==> src/rtl/inv_mix_columns_iter.sv <==
// Iterative AES-128 InvMixColumns unit.
// Accepts one 128-bit state over a valid/ready handshake and transforms
// COLS_PER_CYCLE columns per clock with the GF(2^8) inverse column matrix.
// The finished state is held on data_out until the downstream stage takes it.
// Column c of a state sits at bits [127-32c -: 32]; row 0 is the top byte.

module inv_mix_columns_iter #(
   parameter int COLS_PER_CYCLE = 1
) (
   input  logic         clk,
   input  logic         rst_n,
   input  logic         in_valid,
   output logic         in_ready,
   input  logic [127:0] data_in,
   output logic         out_valid,
   input  logic         out_ready,
   output logic [127:0] data_out,
   output logic         busy
);

   // Compute cycles per block; the fallback of 1 only keeps elaboration
   // arithmetic sane while the error below reports the illegal value.
   localparam int NUM_STEPS = (COLS_PER_CYCLE == 1) ? 4 :
                              (COLS_PER_CYCLE == 2) ? 2 : 1;
   localparam int STEP_W = (NUM_STEPS > 1) ? $clog2(NUM_STEPS) : 1;
   localparam logic [STEP_W-1:0] LAST_STEP = STEP_W'(NUM_STEPS - 1);

   // Only 1, 2 or 4 columns per cycle divide the four-column state evenly.
   generate
      if ((COLS_PER_CYCLE != 1) && (COLS_PER_CYCLE != 2) && (COLS_PER_CYCLE != 4)) begin : gBadColsPerCycle
         $error("inv_mix_columns_iter: COLS_PER_CYCLE must be 1, 2 or 4");
      end
   endgenerate

   typedef enum logic [1:0] {
      IDLE = 2'd0,
      BUSY = 2'd1,
      DONE = 2'd2
   } state_t;

   state_t              state_q;
   logic [STEP_W-1:0]   stepCnt_q;
   logic [127:0]        work_q;
   logic [127:0]        work_d;
   logic [127:0]        dataOut_q;
   logic                inReady_q;
   logic                outValid_q;
   logic                busy_q;

   // Multiply by x in GF(2^8), reducing by x^8+x^4+x^3+x+1.
   function automatic logic [7:0] xtime(input logic [7:0] b);
      xtime = {b[6:0], 1'b0} ^ (b[7] ? 8'h1b : 8'h00);
   endfunction

   // Inverse column mix. The four coefficients 09/0b/0d/0e are all built
   // from the same x, x^2, x^3 chain of each byte, so each byte is
   // expanded once and the products are formed by XOR only.
   function automatic logic [31:0] invMixColumn(input logic [31:0] col);
      logic [7:0] a   [4];
      logic [7:0] x2  [4];
      logic [7:0] x4  [4];
      logic [7:0] x8  [4];
      logic [7:0] m09 [4];
      logic [7:0] m0b [4];
      logic [7:0] m0d [4];
      logic [7:0] m0e [4];
      for (int i = 0; i < 4; i++) begin
         a[i]   = col[31-8*i -: 8];
         x2[i]  = xtime(a[i]);
         x4[i]  = xtime(x2[i]);
         x8[i]  = xtime(x4[i]);
         m09[i] = x8[i] ^ a[i];
         m0b[i] = x8[i] ^ x2[i] ^ a[i];
         m0d[i] = x8[i] ^ x4[i] ^ a[i];
         m0e[i] = x8[i] ^ x4[i] ^ x2[i];
      end
      invMixColumn[31:24] = m0e[0] ^ m0b[1] ^ m0d[2] ^ m09[3];
      invMixColumn[23:16] = m09[0] ^ m0e[1] ^ m0b[2] ^ m0d[3];
      invMixColumn[15:8]  = m0d[0] ^ m09[1] ^ m0e[2] ^ m0b[3];
      invMixColumn[7:0]   = m0b[0] ^ m0d[1] ^ m09[2] ^ m0e[3];
   endfunction

   // Working state with the columns belonging to the current step transformed;
   // all other columns pass through untouched.
   always_comb begin
      work_d = work_q;
      for (int c = 0; c < 4; c++) begin
         if ((c / COLS_PER_CYCLE) == int'(stepCnt_q)) begin
            work_d[127-32*c -: 32] = invMixColumn(work_q[127-32*c -: 32]);
         end
      end
   end

   // Control FSM with registered handshake outputs; reset drops any partial block.
   always_ff @(posedge clk or negedge rst_n) begin
      if (!rst_n) begin
         state_q    <= IDLE;
         stepCnt_q  <= '0;
         work_q     <= '0;
         dataOut_q  <= '0;
         inReady_q  <= 1'b1;
         outValid_q <= 1'b0;
         busy_q     <= 1'b0;
      end else begin
         case (state_q)
            IDLE: begin
               if (in_valid && inReady_q) begin
                  work_q    <= data_in;
                  stepCnt_q <= '0;
                  inReady_q <= 1'b0;
                  busy_q    <= 1'b1;
                  state_q   <= BUSY;
               end
            end
            BUSY: begin
               work_q <= work_d;
               if (stepCnt_q == LAST_STEP) begin
                  dataOut_q  <= work_d;
                  outValid_q <= 1'b1;
                  busy_q     <= 1'b0;
                  stepCnt_q  <= '0;
                  state_q    <= DONE;
               end else begin
                  stepCnt_q <= stepCnt_q + 1'b1;
               end
            end
            DONE: begin
               if (out_ready) begin
                  outValid_q <= 1'b0;
                  inReady_q  <= 1'b1;
                  state_q    <= IDLE;
               end
            end
            default: begin
               state_q    <= IDLE;
               stepCnt_q  <= '0;
               inReady_q  <= 1'b1;
               outValid_q <= 1'b0;
               busy_q     <= 1'b0;
            end
         endcase
      end
   end

   assign in_ready  = inReady_q;
   assign out_valid = outValid_q;
   assign data_out  = dataOut_q;
   assign busy      = busy_q;

endmodule

==> config.mk <==
export PLATFORM = sky130hd
export DESIGN_NAME = inv_mix_columns_iter
export DESIGN_NICKNAME = d
export VERILOG_FILES = /design/src/rtl/inv_mix_columns_iter.sv
export SDC_FILE = /design/constraint.sdc
export NUM_CORES = 1
export LEC_CHECK = 0
export ABC_CLOCK_PERIOD_IN_PS = 2980
export CORE_MARGIN = 2
export CORE_UTILIZATION = 40
export DETAILED_ROUTE_END_ITERATION = 16
export SETUP_SLACK_MARGIN = 0.5
export SLEW_MARGIN = 20
export SYNTH_ARGS = -nofsm -noshare
export SYNTH_HDL_FRONTEND = slang
export SYNTH_SLANG_ARGS = --single-unit
==> constraint.sdc <==
create_clock -name clk -period 2.98 [get_ports clk]
set_clock_uncertainty 0.2 [all_clocks]
set_input_delay 0.298 -clock clk [delete_from_list [all_inputs] [get_ports clk]]
set_output_delay 0.298 -clock clk [all_outputs]
set_load 0.02 [all_outputs]
### Word-level counts from Yosys, hierarchy flattened

Index checks and enable logic that the tools add are counted.

| storage, ports and cells | value |
|---|---|
| register bits | 263 |
| bits of input ports | 132 |
| output and inout port bits | 131 |
| logic and storage cells | 293 |

| operators by class | value |
|---|---|
| add/sub/neg operators | 1 |
| eq/ne operators | 9 |
| multiplexer cells | 70 |
| bitwise operators | 195 |
| reductions and logical operators | 11 |

Operator list:

| kind | number |
|---|---|
| 8-bit bitwise XOR | 144 |
| 8-bit by 5-bit bitwise XOR with 8-bit output | 48 |
| 128-bit case mux with 2 select lines | 1 |
| 5-bit 2-to-1 mux | 48 |
| 128-bit 2-to-1 mux | 1 |
| 32-bit 2-to-1 mux | 4 |
| 2-bit case mux with 3 select lines | 2 |
| 3-bit AND reduction | 4 |
| 2-bit 2-to-1 mux | 5 |
| 1-bit case mux with 3 select lines | 3 |
| 1-bit 2-to-1 mux | 6 |
| 2-bit inequality test (second input constant) | 3 |
| 2-bit AND reduction | 3 |
| 2-bit == test (first input constant) | 2 |
| 2-bit == test (second input constant) | 2 |
| 2-bit zero test | 2 |
| 1-bit NOT | 3 |
| 2-bit by 1-bit adder with 2-bit output (second input constant) | 1 |
| 1-bit by 2-bit == test with 1-bit output (first input constant) | 1 |
| 2-bit by 1-bit == test with 1-bit output (second input constant) | 1 |
| 2-bit nonzero test | 1 |
| 1-bit logical AND | 1 |

### Depth between registers and ports, before layout

Gate-level depths: netlist (run 1).

| logic depth | value |
|---|---|
| depth after elaboration | 13 |
| mapped depth | 9 |
| gate-level depth less buffers | 7 |

### Worst setup path before layout (run 1)

Ideal clock, no wire load.

| timing | value |
|---|---|
| path kind | register to register |
| from | reg work_q[85] |
| to | reg work_q[91] |
| setup time | 0.126 ns |
| arrival time | 2.153 ns |
| data required time | 2.654 ns |
| path slack | 0.501 ns |
| stages on the path, launching flop included | 7 |
| path buffers | 1 |
| clock period less this slack | 2.479 ns |
| cells stage by stage | dfrtp_1 -> buf_6 -> xor3_2 -> xnor3_1 -> xnor3_2 -> xnor2_1 -> a221o_1 |

| between the ends | value |
|---|---|
| longest elaborated chain between the ends | 11 |

Ends and longest elaborated chain:

| element | RTL line | RTL |
|---|---|---|
| start, declared | 43 | `logic [127:0] work_q;` |
| start signal, assigned | 108 | `work_q <= data_in;` |
| start signal, assigned | 116 | `work_q <= work_d;` |
| 8-bit by 5-bit bitwise XOR with 8-bit output (2 in a row) | 52 | `xtime = {b[6:0], 1'b0} ^ (b[7] ? 8'h1b : 8'h00);` |
| 5-bit 2-to-1 mux | 52 |  |
| 8-bit by 5-bit bitwise XOR with 8-bit output | 52 |  |
| 8-bit bitwise XOR (2 in a row) | 73 | `m0b[i] = x8[i] ^ x2[i] ^ a[i];` |
| 8-bit bitwise XOR (3 in a row) | 77 | `invMixColumn[31:24] = m0e[0] ^ m0b[1] ^ m0d[2] ^ m09[3];` |
| 32-bit 2-to-1 mux | 88 | `if ((c / COLS_PER_CYCLE) == int'(stepCnt_q)) begin` |
| 128-bit case mux with 2 select lines | 105 | `case (state_q)` |

No other way between the ends.
A chain may end at the register's enable or synchronous reset.

### Final worst setup path (run 1)

| timing | value |
|---|---|
| from | reg work_q[95] |
| to | reg work_q[83] |

| between the ends | value |
|---|---|
| longest elaborated chain between the ends | 10 |

Ends and longest elaborated chain:

| element | RTL line | RTL |
|---|---|---|
| 5-bit 2-to-1 mux | 52 |  |
| 8-bit by 5-bit bitwise XOR with 8-bit output (3 in a row) | 52 |  |
| 8-bit bitwise XOR | 72 | `m09[i] = x8[i] ^ a[i];` |
| 8-bit bitwise XOR (3 in a row) | 78 | `invMixColumn[23:16] = m09[0] ^ m0e[1] ^ m0b[2] ^ m0d[3];` |
| 32-bit 2-to-1 mux | 88 |  |
| 128-bit case mux with 2 select lines | 105 |  |

No other way between the ends.

==> out/results.ini, run 1 <==
[die]
die-area_um2=53440
fp-row-count=83
coreArea_um2=51200
chipWidth_um=231.2
die_h_um=231.2
ioPinCount=263
start_util_pct=40.32

[placed_design]
io_buffer_count=262
placedCellCount=3005
dp_hpwl_um=53870
placed_cell_area_um2=24250
gp_congestion=0.9707

[detailed_routing]
post_drt_via_cell_ratio=5.320
dr_total_vias=16796
drt-initial-drc-count=1300
drt_first_pass_iters=5
ant_nets=0
wl_um=73260
routedWlPerCell_um=23.20
drc=0

[logic_synthesis]
synth_ff_type=dfrtp_1
yosys.area.top_type=dfrtp_1
synth_seq_cells=263
ys_seq_area_share_pct=31.89
synthTopCellsByArea=dfrtp_1, xnor2_1, xnor3_1
synth_edf_count=0
yosysTopAreaCellShare_pct=31.76
yosysUniqueCellTypes=49
ys_warn_count=0
synth_nets=2285
synthesis.area_um2=20640
synthCells=2149
syn_area_per_cell_um2=9.606
async_flop_share_pct=100.0

[final_layout]
layout_common_cells=xnor2_1, nand2_1, clkdlybuf4s50_1, dfrtp_1, a21oi_1
finalNonFillerCells=3157
fin_area_um2=27310
multi_input_area_um2=14120
areaGrowthSynthToFinish_pct=32.32
seq_area_um2=6659
utilization_pct=53.35
n_fill_cell=4631
layout_commonest_cell=xnor2_1
antenna_cells=0
final_nets=2587
drive_gt1_share_pct=19.42

[timing]
hold_violations=0
rsz0062_at_grt=yes
slew_headroom_pct=54.42
fin_setup_tns_ns=0
fmax_ghz=0.4010
post-route-period-util_pct=83.69
setup_viol=0
layout_min_cycle_time_ns=2.494
slew_violations=0
worst_pin_slew_ns=0.6837

[global_route]
antenna_found_initial=1
grtUsageMet3_pct=4.675
met1_usage_pct=36.84
grt_max_degree=72
top_usage_layer=met2
grt_util_all_layers_pct=27.04
met2_usage_pct=43.51
grt_overflow=0
grt_pass1_vias=16938
grt_pass1_wl_um=108500

[setup_path]
startpoint_type=register
cp_data_required_time_ns=3.20
crit_fanout=7
path_class=register to register
worstSetupEndpointType=register
critPathArrivalTime_ns=2.72

[clocking]
cts-root-buf=clkbuf_16
cts_max_path_buffers=3
path_clk_slew_ns=0.06
clock_sinks=263
clock_latency_ns=0.56
tritoncts=yes
cts_max_level=2
numCtsBuffers=34

[worst_hold_path]
holdCritPathClass=primary input to async pin

[status]
status=complete, no violations

[run]
maxCapViolCount=0

metal layers:
layer / vias to the layer above / part of all wire, %
li1: 7658 / -
met1: 8367 / 43
met2: 636 / 47
met3: 133 / 6.4
met4: 2 / 3.2
met5: - / 0.019
synth_stat cells, types with 3 or more instances:
master	instances
a21o_1	7
a21oi_1	202
a221o_1	28
a22oi_1	8
a31oi_1	18
and3_1	13
buf_1	13
buf_2	51
buf_4	11
buf_6	7
clkbuf_1	121
clkbuf_2	3
dfrtp_1	262
ha_1	4
inv_1	7
mux2_2	9
mux2i_1	35
nand2_1	286
nand2b_1	4
nor2_1	117
nor2b_1	3
nor3_1	3
o21ai_0	104
o22a_1	4
o22ai_1	42
xnor2_1	500
xnor2_2	17
xnor3_1	98
xnor3_2	3
xor2_1	137
xor3_1	8
logic make-up (layout without fill, tap and decap cells):
kind of cell	Yosys count	count (layout)	share of synthesized area [%]
fa+ha+maj	4	4	0.2424
mux	44	44	2.188
flops	263	263	31.89
buf+inv	213	541	4.655
compound gates	423	423	11.67
simple gates	432	432	8.219
xor+xnor	770	770	41.14
critical path, stage by stage (launching register included):
cell and delay [ns]:
dfrtp_2 0.49, xnor3_2 0.47, buf_4 0.17, xnor3_1 0.22, xnor3_2 0.33, xnor2_1 0.17, a221o_1 0.31
state kept, by name, indices dropped and copies added, names as in the netlist:
register and flops:
busy 1, data_out 128, in_ready 1, out_valid 1
state_q 2, stepCnt_q 2, work_q 128
through the flow:
| stage | setup slack [ns] | hold WS (ns) |
|---|---|---|
| after global routing | 0.4022 | 0.1088 |
| after CTS | 0.4598 | 0.1159 |
| after detailed placement | 0.1499 | 0.1090 |
| after global placement | 0.1899 | 0.1022 |
| after floorplan | 0.5011 | -0.1976 |
| final | 0.4861 | 0.06910 |
worst paths after layout:
| path | startpoint | to | slack [ns] | cells past startpoint |
|---|---|---|---|---|
| max | work_q[95] | work_q[83] | 0.49 | 6 |
| min | rst_n | work_q[0] | 0.07 | 2 |
| max reg2reg | work_q[95] | work_q[83] | 0.49 | 6 |
| min reg2reg | data_out[25] | data_out[25] | 0.28 | 2 |
| max in group asynchronous | rst_n | work_q[101] | 1.63 | 3 |
| min in group clk | data_in[127] | work_q[127] | 0.14 | 3 |
final cells by class:
cell class / count / share of cell area [%]
clock buffers: 45 / 3.646
clock inverters: 17 / 0.9619
inverters: 7 / 0.09619
multi-input cells: 1673 / 51.71
flip-flops and latches: 263 / 24.38
well taps: 680 / 3.115
repair buffers: 472 / 16.10
what timing repair did:
item | 4_1_cts | 5_1_grt
endpoints found under the setup margin | 122 | 112
hold buffers | 1 | 0
pin swaps | 17 | 37
setup buffers | 28 | 61
hold endpoints to repair | 70 | 0
gates resized for setup | 75 | 121
Power of run 1 is left out: the tool's default activity adds up to more than one toggle a clock period on the data nets, which glitch-free logic cannot reach.
==> run 2: changes to the inputs <==
- ABC_CLOCK_PERIOD_IN_PS: 2980 -> 2370
- clock period: 2.98 -> 2.37 ns (I/O delays scaled with it)
==> run 2 against run 1 <==
The flow now finishes with violations (negative setup slack). Flip-flop and latch count stayed put. Global-route usage is 0.97 points higher. Maximum frequency is 3.4% higher. Utilization is 13 points higher. Cell area is 25% higher. Worst hold slack better by 0.045 ns.
==> out/results.ini, run 2 (synthesized netlist as in run 1, its figures left out) <==
[setup_path]
cp_slowest_stage_delay_ns=0.49
critPathArrivalTime_ns=2.64
worstSetupEndpointType=register
slowest_stage=dfrtp_2
cp_data_required_time_ns=2.60
crit_fanout=5
path_cells=buf_6, xnor2_4, xnor3_1, xnor2_2, xor3_1, a221o_1
startpoint_type=register
path_class=register to register

[final_layout]
drive_gt1_share_pct=42.22
final_nets=2886
antenna_cells=0
areaGrowthSynthToFinish_pct=65.10
layout_common_cells=buf_4, nand2_1, clkdlybuf4s50_1, xnor2_1, dfrtp_1
utilization_pct=66.57
fin_area_um2=34080
layout_commonest_cell=buf_4
n_fill_cell=3675

[placed_design]
dp_hpwl_um=53960
placed_cell_area_um2=27200
gp_congestion=0.9474
io_buffer_count=262

[global_route]
grt_pass1_wl_um=113100
grt_pass1_vias=18549
antenna_found_initial=0
grt_overflow=0
grt_util_all_layers_pct=28.02
grt_max_degree=75

[clocking]
cts_max_level=2
clock_latency_ns=0.55
numCtsBuffers=34
cts_max_path_buffers=3
clock_sinks=263
tritoncts=yes
path_clk_slew_ns=0.06
cts-root-buf=clkbuf_16

[die]
ioPinCount=263
fp-row-count=83
coreArea_um2=51200
die_h_um=231.2
die-area_um2=53440
start_util_pct=40.32
chipWidth_um=231.2

[detailed_routing]
ant_nets=0
post_drt_via_cell_ratio=5.357
drt_first_pass_iters=5
wl_um=80300
drc=0
routedWlPerCell_um=23.28
drt-initial-drc-count=1310
dr_total_vias=18475

[timing]
holdWs_ns=0.1141
worst_pin_slew_ns=0.6628
setup_viol=6
post-route-period-util_pct=101.8
slew_headroom_pct=55.81
layout_min_cycle_time_ns=2.412
fmax_ghz=0.4146
setup_slack_ns=-0.04214
hold_violations=0
rsz0062_at_grt=yes
fin_setup_tns_ns=-0.1054
slew_violations=0

[worst_hold_path]
holdCritPathClass=primary input to async pin

[status]
status=finished with violations
violations=negative setup slack

[run]
maxCapViolCount=0

-- run 2: changes by cell type in the layout (fill, tap and decap cells not counted), moves of 34 or more --
cell and change:
xnor2_1 -210, buf_4 +156, xnor2_2 +105, xnor2_4 +105, buf_6 +100, o21ai_0 -71, o21ai_1 +64, xor2_1 -59
a21oi_1 -42, a21oi_2 +42, xor2_2 +36, buf_12 +34
-- run 2: per-stage QoR --
step / instances / setup WS, ns
2_1_floorplan: 2149 / 0.06035
3_3_place_gp: 3171 / -0.05498
3_5_place_dp: 3171 / -0.09183
4_1_cts: 3351 / 0.03762
5_1_grt: 3449 / -0.1024
6_report: 3449 / -0.04214
-- run 2: layout make-up --
| type | count | area (um2) | share of cell area (%) |
|---|---|---|---|
| Timing Repair Buffer | 771 | 7512 | 22.04 |
| Clock buffer | 49 | 1021 | 2.996 |
| Multi-Input combinational cell | 1673 | 17890 | 52.49 |
| Tap cell | 680 | 850.8 | 2.496 |
| Inverter | 7 | 26.28 | 0.07709 |
| Sequential cell | 263 | 6678 | 19.59 |
| Clock inverter | 6 | 105.1 | 0.3084 |
-- run 2: repair_timing --
| item | CTS | global route |
|---|---|---|
| setup endpoints to repair | 387 | 387 |
| gates resized for setup | 281 | 426 |
| pin swaps | 125 | 235 |
| endpoints found under the hold margin | 262 | 0 |
| hold buffers | 2 | 0 |
| setup buffers | 123 | 98 |
-- run 2: final timing paths --
path / slack, ns / startpoint / cells after the start / end
hold reg to reg: 0.27 / data_out[12] / 1 / data_out[12]
setup / recovery: -0.04 / work_q[118] / 6 / work_q[116]
hold / removal: 0.11 / rst_n / 3 / data_out[2]
setup reg to reg: -0.04 / work_q[118] / 6 / work_q[116]
max in group asynchronous: 1.36 / rst_n / 3 / work_q[70]
min in group clk: 0.12 / data_in[127] / 3 / work_q[127]
-- run 2: routing by layer --
| layer | up-vias | global-route usage [%] | routed length, um |
|---|---|---|---|
| met4 | 0 | 9.395 | 3125 |
| met3 | 188 | 5.659 | 5536 |
| met5 | - | 0 | 0 |
| li1 | 8250 | - | - |
| met1 | 9280 | 38.01 | 33420 |
| met2 | 757 | 44.80 | 38230 |
-- run 2: worst max-delay path, delay by kind of cell (launching register included) --
kind	cells	cell delay, ns
DFF	1	0.49
AOI/OAI and AO/OA	1	0.33
xor gates and xnor gates	4	1.11
buffers and inverters	1	0.17
Power of run 2 is left out for the same reason.
==> run 3: changes to the inputs <==
- CTS_CLUSTER_SIZE: not set -> 40
- REMOVE_ABC_BUFFERS: not set -> 1
==> run 3 against run 2 <==
The run still ends with negative setup slack left. Utilization shrank 1.9 points. First-iteration DRC count grew 0.38%. Flip-flop and latch count is the same. Critical endpoint is now work_q[93]. Wire length shrank 5.2%. Global-route usage shrank 1.7 points. Setup slack lost 0.038 ns. Worst hold slack lost 0.080 ns. Largest cell class unchanged. Final cell count grew 1.0%. Clock-buffer cell count shrank 3. Cell area shrank 2.9%. Critical path depth grew 1.
==> out/results.ini, run 3 (synthesized netlist as in run 1, its figures left out) <==
[die]
die_h_um=231.2
chipWidth_um=231.2
ioPinCount=263
start_util_pct=40.32
coreArea_um2=51200
die-area_um2=53440
fp-row-count=83

[global_route]
grt_max_degree=70
antenna_found_initial=1
grt_util_all_layers_pct=26.36
grt_overflow=0
grt_pass1_wl_um=108400
grt_pass1_vias=18095

[timing]
fmax_ghz=0.4082
post-route-period-util_pct=103.4
setup_slack_ns=-0.07974
setup_viol=7
layout_min_cycle_time_ns=2.450
slew_violations=0
rsz0062_at_grt=yes
worst_pin_slew_ns=0.6629
hold_violations=0
slew_headroom_pct=55.81

[run]
maxCapViolCount=0

[final_layout]
fin_area_um2=33100
layout_common_cells=buf_4, nand2_1, clkdlybuf4s50_1, xnor2_1, dfrtp_1
drive_gt1_share_pct=39.98
antenna_cells=0
final_nets=2920
layout_commonest_cell=buf_4
finalNonFillerCells=3484
n_fill_cell=3879
areaGrowthSynthToFinish_pct=60.34
utilization_pct=64.65

[setup_path]
path_class=register to register
worstSetupPathDepth=7
cp.buffers_inverters=1
critPathArrivalTime_ns=2.73
worstSetupEndpointType=register
slowest_stage=dfrtp_2
startpoint_type=register
path_cells=buf_6, xnor3_1, xnor3_2, xnor2_2, xnor2_1, xor2_1, a21oi_1
r2r_cells=7
crit_fanout=4
cp_data_required_time_ns=2.65
cp_slowest_stage_delay_ns=0.48
crit_family=XOR/XNOR gates

[detailed_routing]
dr_total_vias=18097
routedWlPerCell_um=21.85
ant_nets=0
post_drt_via_cell_ratio=5.194
drc=0
drt-initial-drc-count=1315
wl_um=76120
drt_first_pass_iters=5

[clocking]
cts_max_path_buffers=3
cts-root-buf=clkbuf_16
cts_max_level=1
numCtsBuffers=31
clock_latency_ns=0.61
tritoncts=yes
path_clk_slew_ns=0.07
clock_sinks=263

[worst_hold_path]
holdCritPathClass=primary input to register
min_path_cells=3

[placed_design]
gp_congestion=0.9609
placed_cell_area_um2=26070
dp_slack_ns=-0.1217
dp_hpwl_um=51700
placedCellCount=3241
io_buffer_count=262

[status]
status=finished with violations
violations=negative setup slack

## run 3: cell count changes in the layout (fill, tap and decap cells not counted), sizes merged
cell	delta
dlymetal6s2s	-1
bufinv	-1
clkbuf	-3
buf	+37
dlygate4sd3	+1
clkinv	+2
## run 3: worst paths after layout
check                                   from  slack, ns           end
min in group asynchronous              rst_n       0.48  data_out[85]
max in group asynchronous              rst_n       0.65    work_q[55]
worst max register to register    work_q[94]      -0.08    work_q[93]
worst max-delay path              work_q[94]      -0.08    work_q[93]
worst min register to register  data_out[17]       0.27  data_out[17]
worst min-delay path            data_in[127]       0.03   work_q[127]
## run 3: routing by layer
layer | up-vias | share of wire, % | track usage (%)
met1 | 9049 | 42 | 35.13
met3 | 162 | 5.4 | 4.306
met5 | - | 0.013 | 0
met4 | 2 | 3.3 | 7.984
li1 | 8305 | - | -
met2 | 579 | 49 | 44.05
## run 3: tightest hold or removal path, stage by stage
cell and delay, ns:
clkdlybuf4s50_1 0.40, nand2_1 0.07, a31oi_1 0.08
## run 3: per-stage QoR
stage,TNS (ns),hold slack (ns)
after floorplan,-666.08,-0.2586
after global placement,-1.257,-0.007106
after detailed placement,-2.018,-0.01444
after CTS,0,0.01310
after global routing,-1.405,0.05296
final,-0.2028,0.03399
## run 3: final cells by class
type / instances / area, um2 / share of cell area (%)
flip-flops and latches: 263 / 6664 / 20.13
well taps: 680 / 850.8 / 2.570
multi-input cells: 1673 / 17030 / 51.44
clock inverters: 7 / 85.08 / 0.2570
clock buffers: 46 / 902.1 / 2.725
repair buffers: 808 / 7545 / 22.79
inverters: 7 / 26.28 / 0.07938
## run 3: timing repair
| item | 4_1_cts | 5_1_grt |
|---|---|---|
| hold endpoints to repair | 262 | 0 |
| pin swaps | 181 | 245 |
| buffers inserted | 113 | 75 |
| setup endpoints to repair | 387 | 388 |
| hold buffers | 2 | 0 |
| resized for setup | 339 | 462 |
Power of run 3 is left out for the same reason.
==> edit 1 (settings of run 2) <==
Make the reset (`rst_n`) synchronous in one clocked block.
--- a/src/rtl/inv_mix_columns_iter.sv
+++ b/src/rtl/inv_mix_columns_iter.sv
@@ -92,7 +92,7 @@
    end
 
    // Control FSM with registered handshake outputs; reset drops any partial block.
-   always_ff @(posedge clk or negedge rst_n) begin
+   always_ff @(posedge clk) begin
       if (!rst_n) begin
          state_q    <= IDLE;
          stepCnt_q  <= '0;
Function: differs if rst_n is asserted again (counterexample within 4 cycles, from zero or initial values and one cycle with rst_n low); with rst_n held inactive, the same outputs for 4 cycles.
==> edit 1 against run 2 <==
- the run still ends with negative setup slack left
- wire length shrank 2.6%
- synthesized area shrank 4.6%
- non-clock buffer count up 99
- sequential share of layout area shrank 3.3 points
- design area decreased by 0.65%
- worst setup slack got worse by 0.046 ns
- sequential cell count did not move
- critical path depth rose by 4
- core utilization up 2.9 points
- critical path type unchanged
==> edit 1: results (changes against run 2) <==
[run_status]
status=finished, violations left  ; unchanged
violations=negative setup slack  ; unchanged

[clock_network]
cts_made_buffers=31  ; was 34
cts.path.max_buffers=3  ; unchanged
clock_latency_ns=0.59  ; was 0.55 ns
cts-htree-levels=1  ; was 2

[sta]
fin_ws_ns=-0.08825  ; was -0.04214 ns
setup_viol=11  ; was 6
worst_slew_pin_slew_ns=0.7516  ; was 0.6628 ns
fin_tns_setup_ns=-0.3616  ; was -0.1054 ns

[detailed_routing]
drt_iter0_drc=1220  ; was 1310
vias=18410  ; was 18480
first_pass_iters=5  ; unchanged
routed_wl_um=78240  ; was 80300 um
ant_nets=0  ; unchanged

[placement]
numPortBuffers=262  ; unchanged
dpl_cell_area_um2=27280  ; was 27200 um^2
post-place-ws_ns=-0.1561  ; was -0.09183 ns
hpwl_um=55160  ; was 53960 um
gp_congestion=0.8967  ; was 0.9474

[logic_synthesis]
yosysUniqueCellTypes=53  ; was 49
async_reset_ff_frac=0  ; was 1.000
ys_seq_area_frac=0.2673  ; was 0.3189
ys.flop_type=dfxtp_1  ; was dfrtp_1
synth_common_cells=492 x xnor2_1, 263 x dfxtp_1, 195 x nor2_1  ; was 500 x xnor2_1, 286 x nand2_1, 262 x dfrtp_1
synth_nets=2283  ; was 2285
synth.area.top_cells=dfxtp_1 27%, xnor2_1 22%, xnor3_1 11%, xor2_1 5.5%, nor2_1 3.7%  ; was dfrtp_1 32%, xnor2_1 21%, xnor3_1 11%, xor2_1 5.8%, nand2_1 5.2%

[pwr]
p_leak_nw=13.76

[global_routing]
use_met3=0.04541  ; was 0.05659
grt_antenna_before_repair=4  ; was 0
grt_pass1_wl_um=112500  ; was 113100 um
grtUsageMet2=0.4875  ; was 0.4480
met1_usage=0.3855  ; was 0.3801
grt.total_usage=0.2909  ; was 0.2802
grt_max_degree=83  ; was 75

[layout]
nets=2965  ; was 2886
drive_gt1_frac=0.4494  ; was 0.4222

[critical_path]
slowest_delay_ns=0.34  ; was 0.49 ns
worstPathArrival_ns=2.73  ; was 2.64 ns
slowest_stage=dfxtp_2  ; was dfrtp_2
cp_max_fo=5  ; unchanged

[min_path]
min_path_type=input port to flip-flop  ; was input port to async pin

==> edit 1: cell count changes in the layout (fill, tap and decap cells not counted), moves of 29 or more <==
cell	change
o21ai_0	+88
dfrtp_1	-186
dfxtp_4	+45
dfxtp_2	+53
nor2_1	+61
a21oi_1	-39
dfrtp_2	-76
dfxtp_1	+165
nand2_1	-228
o21ai_1	-29
buf_4	+75
==> edit 1: timing repair <==
action	CTS	global route
resized for setup	415	298
hold endpoints to repair	9	0
hold buffers	1	0
buffers inserted	124	87
pin swaps	266	245
setup endpoints to repair	387	387
==> edit 1: worst reg2reg max path: cells and delay by family, from the launching register on <==
family / cells / cell delay [ns]
AOI/OAI and AO/OA: 1 / 0.10
buffers and inverters: 3 / 0.43
xor gates and xnor gates: 5 / 1.01
DFF: 1 / 0.34
muxes: 1 / 0.25
==> edit 1: power groups by stage <==
stage / Clock [mW] / Combinational [mW] / Sequential, mW
2_1_floorplan: 0 / 22.2 / 5.18
3_3_place_gp: 0 / 31.1 / 5.59
3_5_place_dp: 0 / 31.2 / 5.59
4_1_cts: 5.28 / 36.4 / 5.56
5_1_grt: 5.44 / 44.2 / 5.67
6_report: 5.20 / 42.0 / 5.62
==> edit 1: cell type report <==
| cell class | count | area, um^2 |
|---|---|---|
| multi-input cells | 1644 | 17900 |
| fillers | 3454 | 14890 |
| repair buffers | 870 | 8447 |
| flip-flops and latches | 263 | 5500 |
| clock buffers | 42 | 907.1 |
| well taps | 664 | 830.8 |
| clock inverters | 15 | 196.4 |
| inverters | 19 | 73.82 |
| diodes | 3 | 7.507 |
==> edit 1: metrics by stage <==
stage / instances / hold WS, ns / power, mW
after floorplan: 2147 / 0.2021 / 27.39
after global placement: 3248 / 0.2451 / 36.68
after detailed placement: 3248 / 0.2514 / 36.80
after CTS: 3430 / 0.008420 / 47.20
after global routing: 3520 / 0.05399 / 55.32
final: 3520 / 0.03793 / 52.87
==> edit 1: final timing paths <==
kind | slack, ns | startpoint | end | cells after the start
setup / recovery | -0.09 | work_q[71] | data_out[84] | 10
hold / removal | 0.04 | data_in[45] | work_q[45] | 3
setup reg to reg | -0.09 | work_q[71] | data_out[84] | 10
hold reg to reg | 0.26 | data_out[18] | data_out[18] | 2
==> edit 1: kinds of logic (layout without fill, tap and decap cells) <==
group	after synthesis	after routing	share of synthesized area
AOI/OAI and AO/OA	460	460	0.1373
DFF	263	263	0.2673
and+or+nand+nor	351	351	0.07719
muxes	73	73	0.03793
adders and majority gates	4	4	0.002541
other	0	3	0
buffers and inverters	240	946	0.05000
xor gates and xnor gates	756	756	0.4277
==> edit 1: routing by layer <==
layer,vias to the layer above,routed length [um]
met5,-,13
met4,2,2523
met3,145,4316
met2,554,38340
met1,9105,33050
li1,8599,-
==> edit 2 (settings of run 2) <==
Made on the original files. The 3 states of `state_t` get a one-hot encoding in 3 bits.
--- a/src/rtl/inv_mix_columns_iter.sv
+++ b/src/rtl/inv_mix_columns_iter.sv
@@ -32,10 +32,10 @@
       end
    endgenerate
 
-   typedef enum logic [1:0] {
-      IDLE = 2'd0,
-      BUSY = 2'd1,
-      DONE = 2'd2
+   typedef enum logic [2:0] {
+      IDLE = 3'b001,
+      BUSY = 3'b010,
+      DONE = 3'b100
    } state_t;
 
    state_t              state_q;
Formal check against the unedited RTL: same outputs for any inputs over 4 cycles, from zero or initial values and one cycle with rst_n low; so few cycles prove little.
==> edit 2 against run 2 <==
- the run still ends with negative setup slack left
- global-route usage shrank 0.38 points
- design area grew 4.0%
- wire length shrank 0.60%
- sequential cell count grew 1
- worst setup slack lost 0.020 ns
- via count shrank 0.67%
- synthesized area grew 0.21%
Power is not shown: default switching activity piles up to over one toggle a cycle in this logic, so the estimate is an artifact.
==> edit 2: results (changes against run 2) <==
[sta]
worst_slew_pin_slew_ns=0.6271  ; was 0.6628 ns
fin_ws_ns=-0.06242  ; was -0.04214 ns
setup_viol=16  ; was 6

[layout]
nets=2892  ; was 2886
fill_cells=3443  ; was 3675

[critical_path]
worstPathArrival_ns=2.68  ; was 2.64 ns
slowest_delay_ns=0.44  ; was 0.49 ns
slowest_stage=xnor3_2  ; was dfrtp_2
cp_max_fo=6  ; was 5

[run_status]
status=finished, violations left  ; unchanged
violations=negative setup slack  ; unchanged

[global_routing]
grt.total_usage=0.2764  ; was 0.2802
grt_pass1_wl_um=112100  ; was 113100 um
grt_max_degree=65  ; was 75

[logic_synthesis]
yosysUniqueCellTypes=45  ; was 49
synth.area.top_cells=dfrtp_1 32%, xnor2_1 17%, xnor3_1 14%, xor2_1 5.9%, nand2_1 3.9%  ; was dfrtp_1 32%, xnor2_1 21%, xnor3_1 11%, xor2_1 5.8%, nand2_1 5.2%
synth_common_cells=404 x xnor2_1, 262 x dfrtp_1, 215 x nand2_1  ; was 500 x xnor2_1, 286 x nand2_1, 262 x dfrtp_1
synth_nets=2175  ; was 2285
ys_seq_area_frac=0.3195  ; was 0.3189

[detailed_routing]
first_pass_iters=7  ; was 5
vias_per_cell=5.302  ; was 5.357
routed_wl_um=79820  ; was 80300 um
drt_iter0_drc=1210  ; was 1310

[placement]
hpwl_um=53870  ; was 53960 um
gp_congestion=0.9295  ; was 0.9474

[edit 2: cell types whose count changed in the layout (fill, tap and decap cells not counted), moves of 20 or more]
cell	run 2	this run
nand2_1	276	197
o21ai_0	32	60
a221o_1	28	2
xnor2_1	216	153
buf_4	347	408
a21o_1	7	39
xnor2_2	181	158
xnor3_1	55	88
a21oi_1	160	87
xnor2_4	121	101
buf_6	104	141
[edit 2: stage by stage]
step | setup slack, ns | utilization | cell area (um^2) | instances | setup TNS [ns]
finish | -0.06242 | 0.6920 | 35430 | 3461 | -0.4048
global route | -0.1294 | 0.6920 | 35430 | 3461 | -2.632
CTS | -0.02383 | 0.6338 | 32450 | 3348 | -0.03267
detailed placement | -0.2408 | 0.5517 | 28240 | 3166 | -1.990
global placement | -0.1909 | 0.5517 | 28240 | 3166 | -1.145
floorplan | 0.1342 | - | 22800 | 2039 | 0
[edit 2: path summary, 6_finish.rpt]
path	from	cells past startpoint	to	slack (ns)
setup / recovery	work_q[79]	9	work_q[89]	-0.06
hold / removal	rst_n	2	data_out[89]	0.04
setup reg to reg	work_q[79]	9	work_q[89]	-0.06
hold reg to reg	data_out[26]	2	data_out[26]	0.27
max in group asynchronous	rst_n	3	work_q[71]	1.12
min in group clk	data_in[93]	3	work_q[93]	0.04
[edit 2: worst reg2reg max path, cell delays in order, from the launching register on]
cell and delay, ns:
dfrtp_1 0.39, buf_12 0.15, buf_12 0.14, xnor2_4 0.16, buf_6 0.12, xnor3_2 0.44
xor2_2 0.19, mux2i_1 0.23, a21oi_1 0.12, a21o_1 0.17
[edit 2: metal layers]
layer,global-route usage,share of wire,vias up
met4,0.08004,0.032,0
met3,0.04737,0.054,151
met5,0,0,-
li1,-,-,8212
met1,0.3671,0.41,9385
met2,0.4640,0.50,603
[edit 2: final cells by class]
cell class / count / area share
clock inverters: 11 / 0.005297
flip-flops and latches: 264 / 0.1890
clock buffers: 50 / 0.02892
inverters: 12 / 0.001271
multi-input cells: 1560 / 0.5054
repair buffers: 884 / 0.2461
well taps: 680 / 0.02401
[edit 2: cells by family after synthesis]
family / Yosys count / synth area share
and+or+nand+nor: 378 / 0.07475
adders and majority gates: 4 / 0.002419
buffers and inverters: 215 / 0.04294
DFF: 264 / 0.3195
AOI/OAI and AO/OA: 405 / 0.1140
muxes: 55 / 0.02673
xor gates and xnor gates: 718 / 0.4197
[edit 2: timing repair]
action / CTS / global route
hold endpoints to repair: 240 / 0
cloned: 0 / 2
hold buffers: 1 / 0
pin swaps: 207 / 229
endpoints found under the setup margin: 388 / 387
setup buffers: 120 / 111
resized for setup: 411 / 366
